--- src/rtl/wb_nor_arbiter.sv ---
// wb_nor_arbiter: two-master pipelined Wishbone arbiter for nor_bus with
// outstanding-request tracking, clean-boundary handover and hung-transfer abort.
module wb_nor_arbiter #(
    parameter int ADDRBITS       = 26,
    parameter int DATABITS       = 16,
    parameter int OUTST_BITS     = 2,
    parameter int TIMEOUT_CYCLES = 1024,
    parameter int FIXED_PRIO     = 0
) (
    input  logic                wb_clk_i,
    input  logic                wb_rst_ni,
    input  logic                m0_cyc_i,
    input  logic                m0_stb_i,
    input  logic                m0_we_i,
    input  logic [ADDRBITS-1:0] m0_adr_i,
    input  logic [DATABITS-1:0] m0_dat_i,
    output logic [DATABITS-1:0] m0_dat_o,
    output logic                m0_ack_o,
    output logic                m0_err_o,
    output logic                m0_stall_o,
    input  logic                m1_cyc_i,
    input  logic                m1_stb_i,
    input  logic                m1_we_i,
    input  logic [ADDRBITS-1:0] m1_adr_i,
    input  logic [DATABITS-1:0] m1_dat_i,
    output logic [DATABITS-1:0] m1_dat_o,
    output logic                m1_ack_o,
    output logic                m1_err_o,
    output logic                m1_stall_o,
    output logic                s_cyc_o,
    output logic                s_stb_o,
    output logic                s_we_o,
    output logic [ADDRBITS-1:0] s_adr_o,
    output logic [DATABITS-1:0] s_dat_o,
    input  logic [DATABITS-1:0] s_dat_i,
    input  logic                s_ack_i,
    input  logic                s_err_i,
    input  logic                s_stall_i,
    output logic [1:0]          owner_o,
    output logic                timeout_o
);
    localparam int TW = $clog2(TIMEOUT_CYCLES);
    localparam logic [TW-1:0] TMAX = TW'(TIMEOUT_CYCLES - 1);

    typedef enum logic [1:0] {IDLE, BUSY, ABORT} state_t;

    state_t                state_q, state_d;
    logic [1:0]            owner_q, owner_d;
    logic [OUTST_BITS-1:0] outst_q, outst_d;
    logic [TW-1:0]         tmo_q, tmo_d;
    logic                  rr_q, rr_d;
    logic sel0, sel1, o_cyc, o_stb, full, resp, inc, dec, fire, req0, req1;

    always_comb begin
        sel0       = (state_q == BUSY) && (owner_q == 2'b01);
        sel1       = (state_q == BUSY) && (owner_q == 2'b10);
        o_cyc      = (sel0 & m0_cyc_i) | (sel1 & m1_cyc_i);
        o_stb      = (sel0 & m0_stb_i) | (sel1 & m1_stb_i);
        full       = &outst_q;
        resp       = s_ack_i | s_err_i;
        // cyc is held while responses are still owed, even after the owner leaves
        s_cyc_o    = o_cyc | ((state_q == BUSY) && (outst_q != '0));
        s_stb_o    = o_cyc & o_stb & ~full;
        s_we_o     = (sel0 & m0_we_i) | (sel1 & m1_we_i);
        s_adr_o    = sel0 ? m0_adr_i : sel1 ? m1_adr_i : '0;
        s_dat_o    = sel0 ? m0_dat_i : sel1 ? m1_dat_i : '0;
        inc        = s_stb_o & ~s_stall_i;
        dec        = resp & (outst_q != '0);
        fire       = (state_q == BUSY) && (outst_q != '0) && !resp && (tmo_q == TMAX);
        m0_dat_o   = sel0 ? s_dat_i : '0;
        m0_ack_o   = sel0 & m0_cyc_i & s_ack_i;
        m0_err_o   = sel0 & m0_cyc_i & (s_err_i | fire);
        m0_stall_o = ~sel0 | s_stall_i | full;
        m1_dat_o   = sel1 ? s_dat_i : '0;
        m1_ack_o   = sel1 & m1_cyc_i & s_ack_i;
        m1_err_o   = sel1 & m1_cyc_i & (s_err_i | fire);
        m1_stall_o = ~sel1 | s_stall_i | full;
        owner_o    = owner_q;
        timeout_o  = fire;
        req0       = m0_cyc_i & m0_stb_i;
        req1       = m1_cyc_i & m1_stb_i;
        outst_d    = outst_q + OUTST_BITS'(inc) - OUTST_BITS'(dec);
        tmo_d      = ((state_q == BUSY) && (outst_q != '0) && !resp) ? tmo_q + 1'b1 : '0;
        state_d    = state_q;
        owner_d    = owner_q;
        rr_d       = rr_q;
        if (state_q == IDLE) begin
            if (req0 | req1) begin
                state_d = BUSY;
                owner_d = (req1 & (~req0 | ((FIXED_PRIO == 0) & rr_q))) ? 2'b10 : 2'b01;
                if (req0 & req1 & (FIXED_PRIO == 0))
                    rr_d = ~rr_q;
            end
        end else if (state_q == ABORT) begin
            state_d = IDLE;
            owner_d = 2'b00;
            outst_d = '0;
        end else if (fire) begin
            state_d = ABORT;
        end else if (!o_cyc && (outst_d == '0)) begin
            state_d = IDLE;
            owner_d = 2'b00;
        end
    end

    always_ff @(posedge wb_clk_i or negedge wb_rst_ni) begin
        if (!wb_rst_ni) begin
            state_q <= IDLE;
            owner_q <= 2'b00;
            outst_q <= '0;
            tmo_q   <= '0;
            rr_q    <= 1'b0;
        end else begin
            state_q <= state_d;
            owner_q <= owner_d;
            outst_q <= outst_d;
            tmo_q   <= tmo_d;
            rr_q    <= rr_d;
        end
    end
endmodule

--- config.mk ---
export PLATFORM = sky130hd
export DESIGN_NAME = wb_nor_arbiter
export DESIGN_NICKNAME = d
export VERILOG_FILES = /design/src/rtl/wb_nor_arbiter.sv
export SDC_FILE = /design/constraint.sdc
export NUM_CORES = 1
export LEC_CHECK = 0
export ABC_AREA = 1
export CORE_MARGIN = 2
export CORE_UTILIZATION = 27
export CTS_CLUSTER_SIZE = 10
export DETAILED_ROUTE_END_ITERATION = 12
export PLACE_DENSITY = 0.83
export SETUP_SLACK_MARGIN = 0.5
export SYNTH_ARGS = -nofsm -noshare
export SYNTH_HDL_FRONTEND = slang
export SYNTH_SLANG_ARGS = --single-unit
--- constraint.sdc ---
create_clock -name wb_clk_i -period 2.9 [get_ports wb_clk_i]
set_input_delay 0.725 -clock wb_clk_i [delete_from_list [all_inputs] [get_ports wb_clk_i]]
set_output_delay 0.725 -clock wb_clk_i [all_outputs]
set_load 0.1 [all_outputs]
==> results.toml, run 1 <==
[run_status]
status = "did not finish"
stop_stage = "global routing"
error = "[ERROR DPL-0038] Utilization greater than 100%, impossible to legalize"

[timing]
crit_endpoint = "m1_err_o"
worst-ep-kind = "output port"

[synthesis]
avgSynthCellArea_um2 = 6.86
ys_ff_latch = 17
syn_area_um2 = 1610
ys_types = 23
syn_nets = 348
ys_seq_area_frac = 0.265
syn_inst = 234
ys_warn_count = 0

[floorplanning]
num_io_pins = 197
die_x_um = 81.1
rows = 28
initial_utilization = 0.276
die_h_um = 81.1

[global_route]
grt_max_degree = 23

[placed_design]
hpwl_um = 9040
port_buffers = 196
gp_congestion = 0.855

[clock_network]
tritoncts_num_sinks = 17
cts_hold_buf = 0
htreeDepth = 1
clockBufferDepth = 2
clock_tree.root_cell = "clkbuf_8"
cts_buffers = 3
[cells in the mapped netlist]
cell,count,area (um^2)
ha_1,3,37.5
a22o_1,44,385
o21ai_1,1,5.00
a21oi_1,5,25.0
nand2_2,3,18.8
clkbuf_1,2,7.51
xnor2_1,1,8.76
o2bb2ai_1,1,8.76
xor2_1,2,17.5
nand3_1,14,70.1
buf_4,8,60.1
dfrtp_1,17,425
nor2_4,1,11.3
buf_1,1,3.75
nor2_1,55,206
nand4_1,2,12.5
nor3b_1,2,15.0
nand2_1,25,93.8
o21bai_2,1,11.3
nor3_1,4,20.0
o21a_1,1,7.51
inv_1,37,139
inv_2,4,15.0
[stage by stage]
stage | util | cells | TNS (ns) | area [um^2] | setup WS [ns]
4_1_cts | 0.953 | 540 | 0 | 5540 | 0.395
2_1_floorplan | - | 234 | 0 | 2200 | 0.293
3_5_place_dp | 0.880 | 504 | -0.132 | 5120 | -0.0661
3_3_place_gp | 0.880 | 504 | 0 | 5120 | 0.0709
[kinds of logic after synthesis]
kind of cell / Yosys count / share of synthesized area
DFF: 17 / 0.265
xor gates and xnor gates: 3 / 0.0164
adders and majority gates: 3 / 0.0234
buffers and inverters: 52 / 0.140
and+or+nand+nor: 106 / 0.279
AOI/OAI and AO/OA: 53 / 0.276
[what timing repair did]
item | in CTS
endpoints found under the setup margin | 68
setup buffers | 30
gates cloned | 2
pin swaps | 15
resized for setup | 37
endpoints found under the hold margin | 0
==> run 2, diff against run 1 <==
--- a/config.mk
+++ b/config.mk
@@ -8,10 +8,8 @@
 export ABC_AREA = 1
 export CORE_MARGIN = 2
 export CORE_UTILIZATION = 27
-export CTS_CLUSTER_SIZE = 10
 export DETAILED_ROUTE_END_ITERATION = 12
-export PLACE_DENSITY = 0.83
-export SETUP_SLACK_MARGIN = 0.5
+export PLACE_DENSITY_LB_ADDON = 0.15
 export SYNTH_ARGS = -nofsm -noshare
 export SYNTH_HDL_FRONTEND = slang
 export SYNTH_SLANG_ARGS = --single-unit
==> results.toml, run 2 <==
[clock_network]
clk_pin_slew_ns = 0.06
htreeDepth = 1
tritoncts_num_sinks = 17
clockBufferDepth = 2
cts_hold_buf = 0
cts_tree = "yes"
cts_buffers = 3
clock_tree.root_cell = "clkbuf_8"
worstSkewPairLatency_ns = 0.25

[timing]
period_minus_slack_ns = 2.69
fin_skew_ns = 0.000897
slew_viol_final = 0
fin_crit_sh = 0.929
fin_hold_ws_ns = 0.454
rsz0062_at_grt = "false"
relSlewSlack = 0.521
final-setup-viol-count = 0
worst_pin_slew_ns = 0.717
fmaxAchievable_mhz = 371
setup_tns_ns = 0
hold_viol = 0

[critical_path]
reg2reg_from = "state_q[1]"
r2r_cells = 14
cp-start-kind = "flip-flop"
critPathLaunch = "state_q[1]"
crit_type = "flip-flop to output pin"
worstPathRequired_ns = 2.17
endpoint = "s_adr_o[9]"
cp_slowest_stage_delay_ns = 0.43
endpoint_kind = "output pin"
rr_endpoint = "owner_o[0]"
cp.arrival_ns = 1.97
ff2ff_setup_slack_ns = 0.59
path_cells = "nor2_4 > nand2_2 > inv_2 > buf_4 > a22o_1 > buf_12"
crit_path_max_fanout = 44
crit_path_top_delay_cell = "dfrtp_1"

[power]
p_per_area_nw_per_um2 = 1020
ir_worst_vdd_v = 0.000741
p_leak_nw = 2.07

[synthesis]
synth-edff-count = 0
synthTopCellsByArea = "dfrtp_1, a22o_1, nor2_1"
syn_inst = 234
synth_async_sr_flop_share = 1.00
synth.most_common_cell = "nor2_1"
syn_area_um2 = 1610
synth_commonest_cells = "nor2_1, a22o_1, inv_1, nand2_1, dfrtp_1"
syn_nets = 348
ys.flop_type = "dfrtp_1"
synth_top_cell_by_area = "dfrtp_1"
yosys.area.top_type_share = 0.265
avgSynthCellArea_um2 = 6.86
ys_warn_count = 0
ys_seq_area_frac = 0.265
ys_ff_latch = 17
ys_types = 23

[floorplanning]
die_h_um = 81.1
initial_utilization = 0.276
core_um2 = 5820
rows = 28
num_io_pins = 197
dieArea_um2 = 6580
die_x_um = 81.1

[flow_run]
drv_cap = 0

[placed_design]
gp_congestion = 0.814
port_buffers = 196
hpwl_um = 7850
post-place-cells = 503
post_dp_cell_area_um2 = 4590

[final_layout]
syn_to_final_growth_pct = 190
postLayoutCellArea_um2 = 4660
instances_no_fill = 508
diodes = 0
drive_gt1_frac = 0.319
fin_nets = 548
regMostFlops = "tmo_q"
final_cell_mix = "clkdlybuf4s50_1, buf_12, a22o_1"
largest_register_ffs = 10
layout_commonest_cell = "clkdlybuf4s50_1"

[global_route]
grt_pass1_vias = 2370
gr-total-overflow = 0
track_usage = 0.271
antenna_found_initial = 1
grt_pass1_wl_um = 13300
grt_max_degree = 45

[routing]
wl_met3_um = 815
topRoutingLayerUsed = "met5"
wl_per_cell_um = 18.4
wl_met2_um = 4820
wl_met1_um = 3410
ant_nets = 0
drt_wl_total_um = 9330
viasPerCell = 4.80
drt_iter0_markers = 66
drc = 0
dr.pass1.iters = 4
vias = 2437

[hold_path]
hold_depth = 1
hold_path_class = "flip-flop to flip-flop"

[run_status]
status = "finished clean"
## run 2: cell counts after synthesis
No cell type changed its count.
## run 2: per-stage QoR
stage,total power [W],setup slack (ns),utilization
floorplan,0.00301,-0.121,-
global placement,0.00456,0.0266,0.790
detailed placement,0.00459,-0.0502,0.790
CTS,0.00478,0.00484,0.798
global route,0.00490,0.0776,0.801
finish,0.00476,0.206,0.801
## run 2: final cells by class
type | instances | area (um^2)
inverter | 41 | 154
sequential | 17 | 428
tap | 75 | 93.8
clock inverter | 1 | 5.00
clock buffer | 3 | 41.3
timing repair buffer | 206 | 2880
fill | 389 | 1160
multi-input combinational | 165 | 1060
## run 2: cells by family (layout without fill, tap and decap cells)
logic type | Yosys count | count (layout) | synth area share
buffers and inverters | 52 | 251 | 0.140
XOR/XNOR | 3 | 3 | 0.0164
AO/OA/AOI/OAI | 53 | 53 | 0.276
AND/OR/NAND/NOR | 106 | 106 | 0.279
adder cells (fa/ha/maj) | 3 | 3 | 0.0234
flip-flops | 17 | 17 | 0.265
## run 2: report_power, final
| part | internal [W] | switching, W | leakage (nW) | total [W] |
|---|---|---|---|---|
| Sequential | 0.000283 | 0.0000352 | 0.222 | 0.000318 |
| Clock | 0.0000954 | 0.0000787 | 0.0255 | 0.000174 |
| Combinational | 0.00143 | 0.00283 | 1.82 | 0.00427 |
| Total | 0.00181 | 0.00295 | 2.07 | 0.00476 |
## run 2: how the worst min path moves through the flow
stage / startpoint / end
floorplan: wb_rst_ni / outst_q[0]
detailed placement: tmo_q[0] / tmo_q[0]
CTS: tmo_q[0] / tmo_q[0]
global placement: tmo_q[0] / tmo_q[0]
global route: tmo_q[0] / tmo_q[0]
finish: tmo_q[0] / tmo_q[0]
## run 2: critical path, delay by kind of cell, from the launching register on
kind	cells	cell delay (ns)
compound gates	1	0.33
buf+inv	3	0.65
flops	1	0.43
simple gates	2	0.28
## run 2: per-layer routing
layer  vias to the layer above  track usage
li1                       1176            -
met3                        23       0.0778
met1                      1147        0.302
met5                         -            0
met2                        89        0.488
met4                         2       0.0966
## run 2: what timing repair did
action                                  CTS  global route
pin swaps                                 0             3
resized for setup                         1             3
buffers inserted                          0             1
endpoints found under the setup margin    2             3
Note: power is estimated with default switching activity, not from simulation.
